**config.mk**
```make
export PLATFORM = sky130hd
export DESIGN_NAME = seq_mul_unit
export DESIGN_NICKNAME = d
export VERILOG_FILES = /design/src/rtl/seq_mul_unit.sv
export SDC_FILE = /design/constraint.sdc
export NUM_CORES = 1
export LEC_CHECK = 0
export CELL_PAD_IN_SITES_DETAIL_PLACEMENT = 0
export CELL_PAD_IN_SITES_GLOBAL_PLACEMENT = 2
export CORE_ASPECT_RATIO = 1.2
export CORE_MARGIN = 2
export CORE_UTILIZATION = 36
export DETAILED_ROUTE_END_ITERATION = 8
export GPL_TIMING_DRIVEN = 0
export PLACE_DENSITY = 0.86
export RECOVER_POWER = 50
export SYNTH_ARGS = -nofsm -noshare
export SYNTH_HDL_FRONTEND = slang
export SYNTH_SLANG_ARGS = --single-unit
export TNS_END_PERCENT = 10
```
**constraint.sdc**
```tcl
create_clock -name clk -period 5.3 [get_ports clk]
set_input_delay 1.06 -clock clk [delete_from_list [all_inputs] [get_ports clk]]
set_output_delay 1.06 -clock clk [all_outputs]
set_load 0.005 [all_outputs]
```
**src/rtl/seq_mul_unit.sv**
```systemverilog
// Iterative shift-add multiplier: one multiplier bit per clock, signed/unsigned per operation.
// Optional early termination when the remaining multiplier bits are zero: define EARLY_TERM_EN.
module seq_mul_unit #(
    parameter int unsigned WIDTH = 64,
    parameter int unsigned CNT_W = $clog2(WIDTH + 1)
) (
    input  logic               clk,
    input  logic               rst_n,
    input  logic               start,
    input  logic               signed_mode,
    input  logic [WIDTH-1:0]   a,
    input  logic [WIDTH-1:0]   b,
    output logic               busy,
    output logic               done,
    output logic [2*WIDTH-1:0] product
);

    typedef enum logic [1:0] {
        StIdle,
        StRun,
        StSign
    } state_e;

    state_e             state_q, state_d;
    logic [2*WIDTH-1:0] mag_a_q, mag_a_d;
    logic [2*WIDTH-1:0] acc_q, acc_d;
    logic [2*WIDTH-1:0] product_q, product_d;
    logic [WIDTH-1:0]   mag_b_q, mag_b_d;
    logic [CNT_W-1:0]   cnt_q, cnt_d;
    logic               neg_q, neg_d;
    logic               done_q, done_d;

    logic [WIDTH-1:0]   abs_a, abs_b;
    logic [WIDTH-1:0]   mag_b_shift;
    logic               run_last;

    // |-2^(W-1)| wraps to 2^(W-1), which is the correct unsigned magnitude.
    always_comb begin
        abs_a       = (signed_mode && a[WIDTH-1]) ? -a : a;
        abs_b       = (signed_mode && b[WIDTH-1]) ? -b : b;
        mag_b_shift = mag_b_q >> 1;
`ifdef EARLY_TERM_EN
        run_last    = (mag_b_shift == '0) || (cnt_q == CNT_W'(1));
`else
        run_last    = (cnt_q == CNT_W'(1));
`endif
    end

    always_comb begin
        state_d   = state_q;
        mag_a_d   = mag_a_q;
        mag_b_d   = mag_b_q;
        acc_d     = acc_q;
        cnt_d     = cnt_q;
        neg_d     = neg_q;
        product_d = product_q;
        done_d    = 1'b0;

        unique case (state_q)
            StIdle: begin
                if (start) begin
                    mag_a_d = {{WIDTH{1'b0}}, abs_a};
                    mag_b_d = abs_b;
                    neg_d   = signed_mode & (a[WIDTH-1] ^ b[WIDTH-1]);
                    acc_d   = '0;
                    cnt_d   = CNT_W'(WIDTH);
                    state_d = StRun;
                end
            end
            StRun: begin
                if (mag_b_q[0]) begin
                    acc_d = acc_q + mag_a_q;
                end
                mag_a_d = mag_a_q << 1;
                mag_b_d = mag_b_shift;
                cnt_d   = cnt_q - CNT_W'(1);
                if (run_last) begin
                    state_d = StSign;
                end
            end
            StSign: begin
                product_d = neg_q ? -acc_q : acc_q;
                done_d    = 1'b1;
                state_d   = StIdle;
            end
            default: begin
                state_d = StIdle;
            end
        endcase
    end

    always_ff @(posedge clk or negedge rst_n) begin
        if (!rst_n) begin
            state_q   <= StIdle;
            mag_a_q   <= '0;
            mag_b_q   <= '0;
            acc_q     <= '0;
            cnt_q     <= '0;
            neg_q     <= 1'b0;
            product_q <= '0;
            done_q    <= 1'b0;
        end else begin
            state_q   <= state_d;
            mag_a_q   <= mag_a_d;
            mag_b_q   <= mag_b_d;
            acc_q     <= acc_d;
            cnt_q     <= cnt_d;
            neg_q     <= neg_d;
            product_q <= product_d;
            done_q    <= done_d;
        end
    end

    assign busy    = (state_q != StIdle);
    assign done    = done_q;
    assign product = product_q;

endmodule
```
==> results.yml <==
die:
  die_area_mm2: 0.0885
  start_util_pct: 36.5
  coreArea_mm2: 0.0851
  num_rows: 117
  die_h_um: 326
  io_pins: 262
  die_w_um: 272
power_and_ir_drop:
  cellPowerDensity_mw_per_mm2: 208
  p_leak_nw: 15.7
  vdd_drop_max_mv: 0.205
  p_total_mw: 7.69
route:
  routedWlPerCell_um: 22.7
  wl_um: 120000
  firstDrtPassIters: 5
  ant_nets: 0
  vias_per_cell: 5.63
  vias: 29607
  drt_iter0_drc: 2365
  post-route-drc-count: 0
place:
  place_hpwl_um: 96700
  numPortBuffers: 261
  finalWeightedCongestion: 1.01
  place_ws_ns: -0.947
yosys:
  synth_warnings: 0
  synth_seq_cells: 459
  postSynthNetCount: 4032
  synth_area_mm2: 0.0310
  syn_inst: 3767
  synth_edf_count: 0
  syn_area_per_cell_um2: 8.24
  synth_flop_cell: "dfrtp_1"
  async_flop_share_pct: 100
  synth.distinct_cells: 77
  yosysSeqAreaShare_pct: 37.0
cts:
  htree_levels: 2
  insertion_delay_ns: 0.63
  cts_setup_buffers: 0
  numClockSinks: 459
  cts_resized: 6
  cts_buffers: 52
  path_clk_slew_ns: 0.06
  cts_buffer_depth: 3
  cts-root-buf: "clkbuf_16"
  cts_tree: "yes"
  holdBufCountCts: 0
job:
  cap_violations: 2
timing:
  holdWs_ns: 0.469
  fin_crit_ns: 5.03
  drv_slew: 202
  grt_setup_unrepaired: "no"
  finClkSkew_ns: 0.0364
  slew_headroom_pct: -62.7
  final_hold_viol_count: 0
  fmax_mhz: 199
  setup_viol: 0
  fin_ws_ns: 0.273
  worst_slew_pin_slew_ns: 2.44
  period_share_pct: 94.9
setup_path:
  cp_cell_sequence: "ha_1 -> inv_1 -> fa_1 -> nand2b_1 -> a21oi_1 -> o21ai_0 -> a211oi_2 -> o211ai_1 -> a21oi_1 -> a31o_2 -> a31o_2 -> a221oi_1 -> o2111ai_1 -> o311ai_0"
  max_stage_delay_ns: 0.76
  rr_worst_depth: 14
  crit_slowest_cell: "a221oi_1"
  reg2reg_slack_ns: 0.27
  critical_path_required_ns: 5.81
  r2r-start: "mag_a_q[0]"
  worstSetupStartpointType: "register"
  crit_buf_inv: 1
  worst_setup_path_end_kind: "register"
  crit_fanout: 4
  reg2reg_to: "acc_q[126]"
  path_class: "register to register"
  critPathTopFamily: "compound AO/OA/AOI/OAI gates"
  cp.depth: 14
  cp_data_arrival_time_ns: 5.54
global_routing:
  grt_pass1_wl_um: 182000
  antenna_found_initial: 1
  grt_max_degree: 120
  grtUsageTotal_pct: 26.6
  grt_remaining_overflow: 0
  grt_pass1_vias: 29398
min_path:
  min_path_type: "register to register"
  min_to: "product[106]"
  hp-start: "product[106]"
  min_path_cells: 2
cells_and_area:
  drive_gt1_share_pct: 3.49
  nNetsFinal: 4351
  area_growth_pct: 19.1
run_status:
  violations: "max-capacitance violations, max-slew violations"
  status: "finished, violations left"
==> final cells by class <==
cell class                 instances  area (um^2)
fill                            8653        48100
clock buffer                      69         1460
multi-input combinational       3033        18500
tap                             1130         1410
inverter                          47          176
buffer                           228          866
clock inverter                    25          309
timing repair buffer             265         2700
sequential                       459        11500
antenna                            1         2.50
==> cell families after synthesis <==
| kind of cell | Yosys count | share of synthesized area, % |
|---|---|---|
| compound gates | 1322 | 25.8 |
| buf+inv | 275 | 3.36 |
| xor+xnor | 359 | 10.1 |
| flops | 459 | 37.0 |
| mux | 3 | 0.0968 |
| simple gates | 1216 | 18.2 |
| fa+ha+maj | 133 | 5.39 |
==> cells in the final DEF, fill, tap and decap left out, drive strengths merged, types with 38 or more instances in the layout <==
cell           count
nand2            602
o21ai            599
dfrtp            459
clkbuf           293
a21oi            238
xor2             229
clkdlybuf4s50    196
nor2             190
ha               132
xnor2            130
a22oi            126
a21o              75
nand4             75
nor3              65
dlygate4sd3       64
o31ai             56
or3               52
inv               49
nand3             42
o41ai             38
==> worst max path at each step <==
stage	startpoint	to
finish	mag_a_q[0]	acc_q[126]
global route	a[9]	mag_a_q[56]
CTS	acc_q[19]	acc_q[120]
detailed placement	acc_q[19]	acc_q[120]
global placement	rst_n	mag_b_q[35]
floorplan	acc_q[29]	product[122]
==> synthesized netlist by cell type (54+ instances only) <==
master / count / share of area (%)
xor2_1: 229 / 6.5
a21oi_1: 238 / 3.8
xnor2_1: 130 / 3.7
nor2_1: 189 / 2.3
a22oi_1: 126 / 3.0
clkbuf_1: 222 / 2.7
o21ai_0: 591 / 9.5
nand2_1: 602 / 7.3
ha_1: 132 / 5.3
nor3_1: 64 / 1.0
o31ai_1: 54 / 1.3
dfrtp_1: 459 / 37
a21o_1: 75 / 1.8
nand4_1: 75 / 1.5
==> power by group <==
part	internal [mW]	leakage [nW]	total (mW)	switching, mW
clock network	2.22	0.873	3.79	1.57
logic	0.167	9.13	0.393	0.227
registers	3.50	5.72	3.50	0
==> worst min-delay path: cells and delay by family, from the launching register on <==
family | cells | cell delay (ns)
DFF | 1 | 0.34
and+or+nand+nor | 1 | 0.04
AOI/OAI and AO/OA | 1 | 0.05
==> registers in the layout, indices dropped and copies added, names as in the netlist <==
name     flops
state_q      2
mag_b_q     64
acc_q      128
product    128
done         1
neg_q        1
mag_a_q    128
cnt_q        7
==> per-stage QoR <==
step                cells  util, %  cell area [um^2]  setup TNS [ns]
finish               5257     43.5             37000               0
global route         5256     43.4             37000               0
CTS                  5256     43.5             37000               0
detailed placement   5162     41.4             35200           -4.37
global placement     5158     41.2             35000        -8251.02
floorplan            3767        -             31000               0
==> per-layer routing <==
metal / track usage (%) / up-vias / part of all wire [%]
met2: 44.2 / 798 / 47
met4: 11.9 / 0 / 4.9
li1: - / 14286 / -
met1: 34.7 / 14301 / 43
met3: 3.04 / 222 / 4.5
met5: 0 / - / 0
Note: power is estimated with default switching activity, not from simulation.
